## src/rtl/status_flag_unit.sv

```systemverilog
// status_flag_unit: NZCV status register fed by EXE-stage ALU results and direct writes.
//   clk_i           rising-edge clock
//   rst_ni          asynchronous active-low reset
//   freeze_i        pipeline stall, holds all state
//   exe_valid_i     EXE instruction valid and passed its condition check
//   s_bit_i         EXE instruction requests a flag update
//   alu_cmd_i       EXE ALU command
//   alu_result_i    ALU result
//   alu_carry_i     ALU carry out
//   alu_overflow_i  ALU signed overflow
//   msr_we_i        direct flag write
//   msr_data_i      direct flag value {N,Z,C,V}
//   status_reg_o    registered flags {N,Z,C,V}
//   status_fwd_o    flags for the ID-stage condition check (bypassed when FWD_EN)
//   flags_written_o high for one cycle after any flag write
module status_flag_unit #(
    parameter bit       FWD_EN      = 1'b1,
    parameter bit [3:0] RESET_FLAGS = 4'b0000
) (
    input  logic        clk_i,
    input  logic        rst_ni,
    input  logic        freeze_i,
    input  logic        exe_valid_i,
    input  logic        s_bit_i,
    input  logic [3:0]  alu_cmd_i,
    input  logic [31:0] alu_result_i,
    input  logic        alu_carry_i,
    input  logic        alu_overflow_i,
    input  logic        msr_we_i,
    input  logic [3:0]  msr_data_i,
    output logic [3:0]  status_reg_o,
    output logic [3:0]  status_fwd_o,
    output logic        flags_written_o
);
    logic [3:0] flags_q, flags_d, alu_flags;
    logic       written_q, written_d;
    logic       is_arith, is_logic, alu_upd;

    assign is_arith = alu_cmd_i inside {4'b0010, 4'b0011, 4'b0100, 4'b0101};
    assign is_logic = alu_cmd_i inside {4'b0001, 4'b1001, 4'b0110, 4'b0111, 4'b1000};
    assign alu_upd  = exe_valid_i & s_bit_i & (is_arith | is_logic);

    // Logical ops leave C and V untouched.
    assign alu_flags = {alu_result_i[31], alu_result_i == 32'd0,
                        is_arith ? alu_carry_i    : flags_q[1],
                        is_arith ? alu_overflow_i : flags_q[0]};

    always_comb begin
        flags_d   = freeze_i ? flags_q :
                    msr_we_i ? msr_data_i :
                    alu_upd  ? alu_flags : flags_q;
        written_d = freeze_i ? written_q : (msr_we_i | alu_upd);
    end

    always_ff @(posedge clk_i or negedge rst_ni) begin
        if (!rst_ni) begin
            flags_q   <= RESET_FLAGS;
            written_q <= 1'b0;
        end else begin
            flags_q   <= flags_d;
            written_q <= written_d;
        end
    end

    // flags_d already equals flags_q under freeze, so the bypass falls back to the register.
    assign status_reg_o    = flags_q;
    assign status_fwd_o    = FWD_EN ? flags_d : flags_q;
    assign flags_written_o = written_q;
endmodule

```

## config.mk

```make
export PLATFORM = sky130hd
export DESIGN_NAME = status_flag_unit
export DESIGN_NICKNAME = d
export VERILOG_FILES = /design/src/rtl/status_flag_unit.sv
export SDC_FILE = /design/constraint.sdc
export NUM_CORES = 1
export LEC_CHECK = 0
export ABC_AREA = 0
export ABC_CLOCK_PERIOD_IN_PS = 3210
export BUFFER_PORTS_ARGS = -buffer_cell sky130_fd_sc_hd__buf_2
export CAP_MARGIN = 20
export CORE_AREA = 3 3 40 42
export CTS_CLUSTER_DIAMETER = 120
export CTS_CLUSTER_SIZE = 25
export DETAILED_ROUTE_END_ITERATION = 12
export DIE_AREA = 0 0 43 45
export GPL_ROUTABILITY_DRIVEN = 0
export HOLD_SLACK_MARGIN = 0.05
export PLACE_DENSITY = 0.88
export REMOVE_ABC_BUFFERS = 1
export SYNTH_ARGS = -nofsm -noshare
export SYNTH_HDL_FRONTEND = slang
export SYNTH_SLANG_ARGS = --single-unit
```

## constraint.sdc

```tcl
create_clock -name clk_i -period 3.21 [get_ports clk_i]
set_input_delay 0.4815 -clock clk_i [delete_from_list [all_inputs] [get_ports clk_i]]
set_output_delay 0.4815 -clock clk_i [all_outputs]
set_load 0.01 [all_outputs]
```

==> parameters.txt, run 1 <==
Parameter                              Value

Outcome
  Outcome ... finished, final reports clean

Clock network
  Hold-fix buffers at CTS ... 1
  Setup repair bufs after CTS ... 0
  Resize count post-CTS ... 0
  Clk sinks ... 5
  Max Buffers Root-to-Sink ... 2
  Count of H-tree levels built during CTS ... 1
  Reg clk slew, reported paths ... 0.04 ns
  CTS root buf ... sky130_fd_sc_hd__clkbuf_4
  Clock tree from TritonCTS ... done
  Clk_lat worst skew ... approximately 0.24 ns
  Number of buffers inserted during clock tree synthesis ... 3

Critical path
  Slowest library cell on the worst path ... sky130_fd_sc_hd__or4_1
  Combined buffer and inverter count along the critical path ... 2
  Critical Path Start Type ... input pin
  Critical path start-end classification ... input pin to output pin
  Kind of end point of the critical path ... output pin
  Destination of the worst register-to-register timing path ... status_reg_o[2]$_DFF_PN0_
  Cells on worst reg2reg path ... 4
  Critical register-to-register path startpoint ... status_reg_o[2]$_DFF_PN0_
  Worst EP arrival ... 1.95 ns
  Worst reg-to-reg setup slack ... 2.30 ns
  Cell breakdown of the critical path ... buf_2 > or4_1 > or4_1 > o31ai_2 > buf_2
  Worst setup path endpoint ... status_fwd_o[2]
  Worst path required time ... between 2 and 3 ns
  First element of the critical path ... alu_result_i[15]
  Critical Path Fanout Max ... 2
  Largest stage delay on the critical path ... ~0.49 ns
  Cell family with the largest share of critical-path delay ... simple AND/OR/NAND/NOR gates
  Worst path depth ... 5

Timing
  Clock tree skew after final layout ... 0 ns
  Slew HR ... 83.64%
  Final Max Tran Viols ... 0
  F_max ... ~400 MHz
  Final hold violation count ... 0
  Worst Tran Pin Value ... 0.2432 ns
  Setup TNS ... 0 ns
  Time the worst path needs with I/O delays and setup ... roughly 2.4 ns
  Period utilization ... 75.65%
  RSZ-0062 raised after global routing ... no
  Endpoints failing setup ... 0

Power and ir drop
  Leakage ... 0.3706 nW
  Maximum vdd drop ... roughly 0.19 mV
  Overall power consumption ... 0.2404 mW
  Power density over the cells ... 341.8 nW/um2

Synthesis
  Fraction of synthesized cell area taken by the top area cell type ... 32.57%
  Largest area contributor in the netlist ... sky130_fd_sc_hd__dfrtp_1
  Yosys warnings ... 0
  Count of unique library cells instantiated by Yosys ... 22
  Cells taking the most area after synthesis ... sky130_fd_sc_hd__dfrtp_1 33%, sky130_fd_sc_hd__mux2_2 12%, sky130_fd_sc_hd__nor4_1 11%, sky130_fd_sc_hd__or4_1 5.9%, sky130_fd_sc_hd__nand4_1 3.3%
  Post-synthesis register bit count ... 5
  Post-synthesis instance area ... 384.1 um2
  Average size of a mapped cell ... 9.369 um2
  Sequential cell area fraction in the yosys report ... 32.57%
  Count of mapped cells out of synthesis ... between 40 and 50

GRT
  Total global routing overflow ... 0
  Global routing met2 resource utilization ... 24.85%
  Fraction of met3 tracks used by global routing ... under 10%
  Total routing usage reported by global routing ... 13.83%
  Largest net degree at the start of global routing ... 10
  Met1 Usage GRT ... 14.25%
  Wire length of the first global-routing pass ... 2.042 mm
  Peak-usage layer in the global routing report ... met2
  Initial antenna violation count ... 0
  Via count of the first global-routing pass ... between 500 and 600

Cells and area
  Most frequent cells in the layout ... 56 x sky130_fd_sc_hd__buf_2, 7 x sky130_fd_sc_hd__nor4_1, 5 x sky130_fd_sc_hd__dfrtp_1
  Footprint of the flip-flops and latches ... 125.1 um2
  Most common library cell in the layout ignoring fill and taps ... sky130_fd_sc_hd__buf_2
  Final #Nets ... 149
  Area growth, synth to finish ... 83.06%
  Count of filler cells inserted in the layout ... about 130
  Share of post-route cells with drive strength above 1 ... 66.00%
  Diode count ... 0
  Area used by multi-input combinational logic ... 239.0 um2

Routing
  Vias per cell ... between 4 and 5
  Detailed-route via count ... 559
  Post-Route WL ... 1.296 mm
  Post-detailed-route count of antenna-violating nets ... 0
  Count of unresolved DRC violations after routing ... 0
  Iteration count of the initial detailed-routing pass ... 4
  Average wire per cell in the routed design ... around 11 um
  Starting DRC count in detailed routing ... 7

Floorplan
  Area of the core region ... between 1000 and 1500 um2
  Effective utilization at floorplan ... between 20% and 30%
  DIE HEIGHT ... 45 um
  Overall die area ... about 1900 um2
  Chip Width ... ~43 um
  Number of top-level design ports ... 57
  Number of core rows ... 13

Min path
  Hold Crit Start ... flags_written_o$_DFFE_PN0N_
  Hold WC Path Type ... flop to flop

Flow run
  Reported max-cap violation count ... 0

Placement
  Final HPWL from detailed placement ... 1.153 mm
  Quantity of I/O buffers inserted on ports ... 56
## state kept, by name (all words and copies together) (netlist names)
signal and flops:
flags_written_o 1, status_reg_o 4
## cell type report
type / count / area share (%)
timing repair buffer: 57 / 41.28
multi-input combinational: 33 / 33.99
sequential: 5 / 17.79
clock buffer: 4 / 3.737
tap: 15 / 2.669
inverter: 1 / 0.5338
## cells in the mapped netlist
cell type and count:
sky130_fd_sc_hd__buf_2 1, sky130_fd_sc_hd__nand4b_1 1, sky130_fd_sc_hd__dfrtp_1 5, sky130_fd_sc_hd__nor2_1 1, sky130_fd_sc_hd__xor2_1 1, sky130_fd_sc_hd__o31ai_2 1, sky130_fd_sc_hd__a21o_2 1, sky130_fd_sc_hd__nor3_1 1
sky130_fd_sc_hd__nand3_1 1, sky130_fd_sc_hd__or4_1 3, sky130_fd_sc_hd__nor4_1 7, sky130_fd_sc_hd__or2b_1 1, sky130_fd_sc_hd__o311a_2 1, sky130_fd_sc_hd__a21oi_1 2, sky130_fd_sc_hd__mux2i_1 1, sky130_fd_sc_hd__nand4_1 2
sky130_fd_sc_hd__buf_6 1, sky130_fd_sc_hd__mux2_2 4, sky130_fd_sc_hd__a31oi_1 1, sky130_fd_sc_hd__inv_1 1, sky130_fd_sc_hd__nand2_1 2, sky130_fd_sc_hd__o21ai_0 2
## report_power, final
part / leakage, nW / internal [mW] / switching, mW
clock: 0.0150 / 0.0469 / 0.0251
combinational: 0.297 / 0.0494 / 0.0399
sequential: 0.0590 / 0.0734 / 0.00554
total: 0.371 / 0.170 / 0.0706
## how the worst min path moves through the flow
| stage | to | slack (ns) | cells past startpoint |
|---|---|---|---|
| 3_5_place_dp | flags_written_o$_DFFE_PN0N_ | 0.30 | 1 |
| 3_3_place_gp | status_reg_o[3]$_DFF_PN0_ | 0.29 | 1 |
| 5_1_grt | status_reg_o[3]$_DFF_PN0_ | 0.51 | 2 |
| 4_1_cts | status_reg_o[3]$_DFF_PN0_ | 0.50 | 2 |
| 2_1_floorplan | flags_written_o$_DFFE_PN0N_ | 0.19 | 0 |
| 6_report | flags_written_o$_DFFE_PN0N_ | 0.50 | 1 |
## stage by stage
stage	setup WS (ns)	util [%]	hold slack [ns]	instance area, um2	std cells
after floorplan	1.014	-	0.1859	367.9	39
after global placement	0.7563	51.90	0.2944	666.9	110
after detailed placement	0.7758	51.90	0.2991	666.9	110
after CTS	0.7607	54.72	0.4952	703.2	115
after global routing	0.6321	54.72	0.5056	703.2	115
final	0.7817	54.72	0.4972	703.2	115
## layer usage
| layer | vias to the layer above | part of all wire [%] |
|---|---|---|
| met5 | - | 0 |
| met4 | 0 | 1.8 |
| met3 | 4 | 14 |
| met2 | 35 | 48 |
| met1 | 237 | 35 |
| li1 | 283 | - |
## logic make-up after synthesis
| group | after synthesis | synth area share, % |
|---|---|---|
| flip-flops | 5 | 32.57 |
| AND/OR/NAND/NOR | 19 | 30.29 |
| multiplexers | 5 | 14.33 |
| XOR/XNOR | 1 | 2.281 |
| AO/OA/AOI/OAI | 8 | 15.31 |
| buffers and inverters | 3 | 5.209 |
## worst reg2reg max path: stages (launching register included)
cell and delay [ns]:
sky130_fd_sc_hd__dfrtp_1 0.38, sky130_fd_sc_hd__nand2_1 0.06, sky130_fd_sc_hd__o21ai_0 0.07, sky130_fd_sc_hd__a31oi_1 0.17, sky130_fd_sc_hd__o31ai_2 0.10
(Power assumes the default switching activity.)
==> inputs of run 2 (changes only) <==
==> config.mk (replaced) <==
export PLATFORM = sky130hd
export DESIGN_NAME = status_flag_unit
export DESIGN_NICKNAME = d
export VERILOG_FILES = /design/src/rtl/status_flag_unit.sv
export SDC_FILE = /design/constraint.sdc
export NUM_CORES = 1
export LEC_CHECK = 0
export ABC_AREA = 1
export ABC_CLOCK_PERIOD_IN_PS = 2300
export BUFFER_PORTS_ARGS = -buffer_cell sky130_fd_sc_hd__buf_2
export CAP_MARGIN = 20
export CORE_MARGIN = 3
export CORE_UTILIZATION = 30
export CTS_CLUSTER_DIAMETER = 120
export CTS_CLUSTER_SIZE = 25
export DETAILED_ROUTE_END_ITERATION = 12
export GPL_ROUTABILITY_DRIVEN = 0
export HOLD_SLACK_MARGIN = 0.05
export PLACE_DENSITY = 0.87
export REMOVE_ABC_BUFFERS = 1
export SYNTH_ARGS = -nofsm -noshare
export SYNTH_HDL_FRONTEND = slang
export SYNTH_SLANG_ARGS = --single-unit
==> constraint.sdc (replaced) <==
create_clock -name clk_i -period 2.3 [get_ports clk_i]
set_input_delay 0.345 -clock clk_i [delete_from_list [all_inputs] [get_ports clk_i]]
set_output_delay 0.345 -clock clk_i [all_outputs]
set_load 0.01 [all_outputs]
==> run 2 against run 1 <==
  * Clock-buffer cell count is the same
  * Sequential power increased by 33%
  * Sequential share of layout area decreased by 1.3 points
  * Cell count rose by 30%
  * Non-clock buffer count unchanged
  * Synthesized area rose by 10%
  * Critical endpoint unchanged
  * Largest cell class unchanged
==> parameters.txt, run 2 <==
Parameter                              Value

Clock network
  Count of H-tree levels built during CTS ... 1
  Clk_lat worst skew ... 0.24 ns
  Clock tree from TritonCTS ... done
  Reg clk slew, reported paths ... 0.04 ns
  Number of buffers inserted during clock tree synthesis ... 3
  Setup repair bufs after CTS ... 0
  Clk sinks ... 5
  CTS root buf ... sky130_fd_sc_hd__clkbuf_4
  Max Buffers Root-to-Sink ... 2

GRT
  Total routing usage reported by global routing ... 15.26%
  Fraction of met3 tracks used by global routing ... 3.734%
  Via count of the first global-routing pass ... 597
  Largest net degree at the start of global routing ... 7
  Met1 Usage GRT ... 16.75%
  Initial antenna violation count ... 0
  Peak-usage layer in the global routing report ... met2
  Global routing met2 resource utilization ... 27.33%
  Wire length of the first global-routing pass ... approximately 2.3 mm
  Total global routing overflow ... 0

Synthesis
  Synth async-reset ratio ... 100.0%
  Post-synthesis register bit count ... 5
  Cells taking the most area after synthesis ... sky130_fd_sc_hd__dfrtp_1 29%, sky130_fd_sc_hd__nor2_1 23%, sky130_fd_sc_hd__nand2_1 22%, sky130_fd_sc_hd__o21ai_1 5.9%, sky130_fd_sc_hd__mux2i_1 4.7%
  Average size of a mapped cell ... 5.732 um2
  Dominant register cell in the synthesized netlist ... sky130_fd_sc_hd__dfrtp_1
  Fraction of synthesized cell area taken by the top area cell type ... 29.50%
  Largest area contributor in the netlist ... sky130_fd_sc_hd__dfrtp_1
  Most common cell in the synthesized netlist ... sky130_fd_sc_hd__nor2_1
  Yosys warnings ... 0
  Count of mapped cells out of synthesis ... 74
  Post-synthesis instance area ... 424.2 um2
  Most frequent cells after synthesis ... 26 x sky130_fd_sc_hd__nor2_1, 25 x sky130_fd_sc_hd__nand2_1, 5 x sky130_fd_sc_hd__dfrtp_1, 5 x sky130_fd_sc_hd__o21ai_1, 4 x sky130_fd_sc_hd__inv_1
  Count of unique library cells instantiated by Yosys ... 12
  Sequential cell area fraction in the yosys report ... 29.50%
  Post-synth EDFFs ... 0

Power and ir drop
  Power density over the cells ... 427.4 nW/um2
  Leakage ... ~0.44 nW
  Maximum vdd drop ... ~0.42 mV

Critical path
  Most Frequent Cell on Critical Path ... sky130_fd_sc_hd__nand2_1
  Largest stage delay on the critical path ... 0.18 ns
  Critical path start-end classification ... input pin to output pin
  Critical Path Start Type ... input pin
  Worst path required time ... 1.96 ns
  Cell breakdown of the critical path ... buf_2 > o21ai_1 > nand3_2 > a21oi_1 > nand2_1 > nand2_1 > nand2_1 > buf_2
  Cell family with the largest share of critical-path delay ... compound AO/OA/AOI/OAI gates
  Worst EP arrival ... around 1.2 ns
  Kind of end point of the critical path ... output pin
  Slowest library cell on the worst path ... sky130_fd_sc_hd__a21oi_1
  Critical Path Fanout Max ... 4
  Combined buffer and inverter count along the critical path ... 2

Routing
  Detailed-route via count ... 639
  Iteration count of the initial detailed-routing pass ... 2
  Count of unresolved DRC violations after routing ... 0
  Post-detailed-route count of antenna-violating nets ... 0
  Vias per cell ... 4.289
  Starting DRC count in detailed routing ... 3
  Average wire per cell in the routed design ... 9.309 um
  Post-Route WL ... 1.387 mm

Placement
  Quantity of I/O buffers inserted on ports ... 56
  Final HPWL from detailed placement ... 1.207 mm

Timing
  Time the worst path needs with I/O delays and setup ... 1.587 ns
  Period utilization ... 69.00%
  Hold WS ... roughly 0.38 ns
  Clock tree skew after final layout ... 0 ns
  F_max ... 630.1 MHz
  Worst Tran Pin Value ... about 0.17 ns
  RSZ-0062 raised after global routing ... no
  Endpoints failing setup ... 0
  Slew HR ... 88.37%
  Final Max Tran Viols ... 0
  Final hold violation count ... 0
  Setup TNS ... 0 ns

Floorplan
  Number of core rows ... 12
  Effective utilization at floorplan ... 34.88%
  DIE HEIGHT ... roughly 44 um
  Number of top-level design ports ... 57
  Chip Width ... about 44 um
  Area of the core region ... 1216 um2
  Overall die area ... approximately 1900 um2

Cells and area
  Area growth, synth to finish ... 78.76%
  Core occupancy in the finished layout ... between 60% and 70%
  Number of flip-flops in the largest register ... 4
  Most frequent cells in the layout ... 56 x sky130_fd_sc_hd__buf_2, 26 x sky130_fd_sc_hd__nor2_1, 25 x sky130_fd_sc_hd__nand2_1
  Diode count ... 0
  Share of post-route cells with drive strength above 1 ... roughly 46%
  Final #Nets ... 184
  Most common library cell in the layout ignoring fill and taps ... sky130_fd_sc_hd__buf_2
  Count of filler cells inserted in the layout ... ~130

Flow run
  Reported max-cap violation count ... 0

Min path
  Hold WC Path Type ... input pin to flop

Outcome
  Outcome ... finished, final reports clean
[run 2: worst register-to-register path, delay by kind of cell, from the launching register on]
family | cells | cell delay (ns)
simple gates | 3 | 0.18
flops | 1 | 0.39
compound gates | 1 | 0.18
[run 2: area by class of cell]
class | instances | area (um2) | share of cell area (%)
Clock buffer | 4 | 26.28 | 3.465
Inverter | 5 | 18.77 | 2.475
Multi-Input combinational cell | 64 | 280.3 | 36.96
Sequential cell | 5 | 125.1 | 16.50
Tap cell | 14 | 17.52 | 2.310
Timing Repair Buffer | 57 | 290.3 | 38.28
[run 2: cells by family after synthesis]
logic type             after synthesis  share of synthesized area [%]
and+or+nand+nor                     54                          50.15
AOI/OAI and AO/OA                    8                          11.21
DFF                                  5                          29.50
buffers and inverters                5                          4.423
muxes                                2                          4.720
[run 2: final timing paths]
path | from | to | slack [ns] | cells past startpoint
worst min register to register | flags_written_o$_DFFE_PN0N_ | flags_written_o$_DFFE_PN0N_ | 0.47 | 2
min in group asynchronous | rst_ni | flags_written_o$_DFFE_PN0N_ | 0.48 | 2
max in group asynchronous | rst_ni | status_reg_o[2]$_DFF_PN0_ | 1.68 | 2
worst max register to register | status_reg_o[2]$_DFF_PN0_ | status_reg_o[2]$_DFF_PN0_ | 1.44 | 4
worst max-delay path | alu_cmd_i[2] | status_fwd_o[2] | 0.71 | 8
worst min-delay path | freeze_i | flags_written_o$_DFFE_PN0N_ | 0.38 | 3
[run 2: power by group]
part,switching (mW),internal (mW)
registers,0.00547,0.0999
logic,0.0591,0.0607
clock network,0.0335,0.0654
total,0.0981,0.226
[run 2: metrics by stage]
| step | setup slack, ns | total power, mW | instance area (um2) | instances |
|---|---|---|---|---|
| finish | 0.7129 | 0.3241 | 758.2 | 149 |
| CTS | 0.7122 | 0.3288 | 758.2 | 149 |
| floorplan | 1.020 | 0.1548 | 424.2 | 74 |
| global route | 0.5690 | 0.3527 | 758.2 | 149 |
| detailed placement | 0.7214 | 0.2254 | 721.9 | 144 |
| global placement | 0.7556 | 0.2224 | 721.9 | 144 |
[run 2: repair_timing]
action	CTS	global route
hold endpoints to repair	5	0
gates resized for setup	0	0
hold buffers	1	0
[run 2: layer usage]
| layer | share of wire (%) | vias to the layer above | routed length, um |
|---|---|---|---|
| li1 | - | 353 | - |
| met1 | 36 | 257 | 505 |
| met2 | 52 | 27 | 721 |
| met3 | 11 | 2 | 146 |
| met4 | 0.94 | 0 | 13 |
| met5 | 0 | - | 0 |
==> inputs of run 3 (changes only) <==
--- a/config.mk
+++ b/config.mk
@@ -5,18 +5,18 @@
 export SDC_FILE = /design/constraint.sdc
 export NUM_CORES = 1
 export LEC_CHECK = 0
-export ABC_AREA = 1
-export ABC_CLOCK_PERIOD_IN_PS = 2300
+export ABC_AREA = 0
+export ABC_CLOCK_PERIOD_IN_PS = 1270
 export BUFFER_PORTS_ARGS = -buffer_cell sky130_fd_sc_hd__buf_2
 export CAP_MARGIN = 20
 export CORE_MARGIN = 3
-export CORE_UTILIZATION = 30
+export CORE_UTILIZATION = 25
 export CTS_CLUSTER_DIAMETER = 120
 export CTS_CLUSTER_SIZE = 25
 export DETAILED_ROUTE_END_ITERATION = 12
 export GPL_ROUTABILITY_DRIVEN = 0
 export HOLD_SLACK_MARGIN = 0.05
-export PLACE_DENSITY = 0.87
+export PLACE_DENSITY = 0.82
 export REMOVE_ABC_BUFFERS = 1
 export SYNTH_ARGS = -nofsm -noshare
 export SYNTH_HDL_FRONTEND = slang
==> constraint.sdc (replaced) <==
create_clock -name clk_i -period 1.27 [get_ports clk_i]
set_input_delay 0.1905 -clock clk_i [delete_from_list [all_inputs] [get_ports clk_i]]
set_output_delay 0.1905 -clock clk_i [all_outputs]
set_load 0.01 [all_outputs]
==> run 3 against run 2 <==
  * The run now ends with negative setup slack left
  * Global-route usage is 1.4 points lower
  * First-iteration DRC count up 100%
  * Core utilization decreased by 0.44 points
  * Critical path depth fell by 3
  * Clock-buffer cell count did not move
  * Register-to-register slack got worse by 1.2 ns
  * Cell count decreased by 19%
==> parameters.txt, run 3 (synthesized netlist as in run 1, its figures left out) <==
Parameter                              Value

Critical path
  Worst EP arrival ... 1.69 ns
  Worst path required time ... around 1.1 ns
  Critical register-to-register path startpoint ... status_reg_o[2]$_DFF_PN0_
  Destination of the worst register-to-register timing path ... status_reg_o[2]$_DFF_PN0_
  Critical Path Fanout Max ... 2
  Critical path start-end classification ... input pin to output pin
  Critical Path Start Type ... input pin
  Kind of end point of the critical path ... output pin
  Cells on worst reg2reg path ... 4
  Worst reg-to-reg setup slack ... 0.23 ns

Clock network
  Reg clk slew, reported paths ... 0.04 ns
  Clk sinks ... 5
  Clock tree from TritonCTS ... done
  Number of buffers inserted during clock tree synthesis ... 3
  Max Buffers Root-to-Sink ... 2
  Clk_lat worst skew ... 0.23 ns
  CTS root buf ... sky130_fd_sc_hd__clkbuf_4
  Count of H-tree levels built during CTS ... 1

Power and ir drop
  Maximum vdd drop ... 0.4738 mV
  Leakage ... 0.4311 nW
  Switching power of the nets ... approximately 0.19 mW
  Sequential group share of total power ... 29.7%
  Power density over the cells ... 798.7 nW/um2
  Switching share of power ... between 20% and 30%
  Internal power ... roughly 0.48 mW
  Part of the power in the clock network ... 25.8%
  Comb pwr share ... 44.5%

Floorplan
  Number of core rows ... 13
  Effective utilization at floorplan ... 28.11%
  Chip Width ... ~45 um
  Overall die area ... 2043 um2
  Number of top-level design ports ... 57
  Area of the core region ... 1366 um2
  DIE HEIGHT ... 45.20 um

Outcome
  Outcome ... complete, but fails checks
  Violated checks ... negative setup slack

Cells and area
  Layout Cell Area excl Fill ... 845.8 um2
  Count of filler cells inserted in the layout ... 116
  Final #Nets ... 155
  Share of post-route cells with drive strength above 1 ... about 74%
  Most frequent cells in the layout ... 48 x sky130_fd_sc_hd__buf_2, 9 x sky130_fd_sc_hd__buf_6, 5 x sky130_fd_sc_hd__nor4_1, 5 x sky130_fd_sc_hd__dfrtp_1, 5 x sky130_fd_sc_hd__buf_4
  Most common library cell in the layout ignoring fill and taps ... sky130_fd_sc_hd__buf_2
  Diode count ... 0
  Area growth, synth to finish ... 120.2%
  Final std cells w/o fill ... 121
  Number of flip-flops in the largest register ... 4

Timing
  Final critical-path setup slack ... -0.6120 ns
  Endpoints failing setup ... 5
  Final Max Tran Viols ... 0
  Worst Tran Pin Value ... ~0.27 ns
  Time the worst path needs with I/O delays and setup ... 1.882 ns
  Slew HR ... about 80%
  Setup TNS ... -1.414 ns
  Clock tree skew after final layout ... 0 ns
  Hold WS ... 0.2436 ns
  F_max ... ~530 MHz
  Period utilization ... 148.2%
  Final hold violation count ... 0
  RSZ-0062 raised after global routing ... yes

GRT
  Via count of the first global-routing pass ... ~550
  Wire length of the first global-routing pass ... 2.097 mm
  Total routing usage reported by global routing ... 13.89%
  Total global routing overflow ... 0
  Largest net degree at the start of global routing ... 9
  Initial antenna violation count ... 0

Routing
  Starting DRC count in detailed routing ... 6
  Post-detailed-route count of antenna-violating nets ... 0
  Vias per cell ... 4.860
  Detailed-route via count ... 588
  Post-Route WL ... 1.566 mm
  Count of unresolved DRC violations after routing ... 0
  Average wire per cell in the routed design ... 12.94 um
  Iteration count of the initial detailed-routing pass ... 3

Placement
  Dpl ws ... -0.6168 ns
  Quantity of I/O buffers inserted on ports ... 56
  Post-Place Cells ... 116
  Area after detailed placement ... between 700 and 800 um2
  Final HPWL from detailed placement ... 1.215 mm

Min path
  Hold Crit Start ... msr_data_i[3]
  Hold WC Path Type ... input pin to flop
  Hold EP ... status_reg_o[3]$_DFF_PN0_
  Cells on Worst Hold Path ... 2

Flow run
  Reported max-cap violation count ... 0
==> run 3: cell types whose count changed in the layout (fill, tap and decap cells not counted), sizes merged, moves of 2 or more <==
| cell | change |
|---|---|
| buf | +6 |
| nor4 | +7 |
| mux2 | +4 |
| inv | -4 |
| o21ai | -3 |
| or4 | +3 |
| nand2 | -23 |
| nor2 | -25 |
| nand4 | +2 |
==> run 3: metal layers <==
| layer | up-vias | GRT usage, % | share of wire (%) |
|---|---|---|---|
| met5 | - | 0 | 0 |
| met4 | 0 | 5.263 | 0 |
| li1 | 295 | - | - |
| met2 | 37 | 27.40 | 54 |
| met1 | 256 | 13.56 | 31 |
| met3 | 0 | 3.187 | 15 |
==> run 3: worst max path at each step <==
stage                     startpoint         endpoint  slack (ns)  depth (start not counted)
floorplan           alu_result_i[15]  status_fwd_o[2]       -0.34                          3
global placement    alu_result_i[15]  status_fwd_o[2]       -0.60                          5
detailed placement  alu_result_i[15]  status_fwd_o[2]       -0.62                          5
CTS                 alu_result_i[15]  status_fwd_o[2]       -0.61                          5
global route         alu_result_i[1]  status_fwd_o[2]       -0.66                          6
finish              alu_result_i[15]  status_fwd_o[2]       -0.61                          5
==> run 3: repair_timing <==
| action | CTS | global route |
|---|---|---|
| buffers inserted | 0 | 0 |
| endpoints found under the setup margin | 5 | 5 |
| gates resized for setup | 14 | 4 |
| pin swaps | 7 | 1 |
| endpoints found under the hold margin | 5 | 0 |
| hold buffers | 1 | 0 |
==> run 3: power by group through the flow <==
stage / clock, mW / sequential (mW) / combinational [mW]
3_3_place_gp: 0 / 0.202 / 0.238
5_1_grt: 0.189 / 0.204 / 0.329
3_5_place_dp: 0 / 0.202 / 0.241
2_1_floorplan: 0 / 0.214 / 0.0777
6_report: 0.174 / 0.201 / 0.301
4_1_cts: 0.183 / 0.200 / 0.295
==> run 3: final cells by class <==
cell class / instances / area [um2] / area share, %
multi-input cells: 33 / 282.8 / 33.43
inverters: 1 / 3.754 / 0.4438
repair buffers: 63 / 389.1 / 46.01
clock buffers: 4 / 26.28 / 3.107
flip-flops and latches: 5 / 125.1 / 14.79
well taps: 15 / 18.77 / 2.219
==> run 3: worst max-delay path, cell delays in order <==
cell                      delay, ns
sky130_fd_sc_hd__buf_6         0.09
sky130_fd_sc_hd__or4_4         0.52
sky130_fd_sc_hd__or4_4         0.44
sky130_fd_sc_hd__o31ai_4       0.28
sky130_fd_sc_hd__buf_2         0.18
==> run 3: stage by stage <==
stage	power, mW	utilization [%]
floorplan	0.2920	-
global placement	0.4397	52.11
detailed placement	0.4436	52.11
CTS	0.6784	60.44
global route	0.7220	61.90
finish	0.6755	61.90
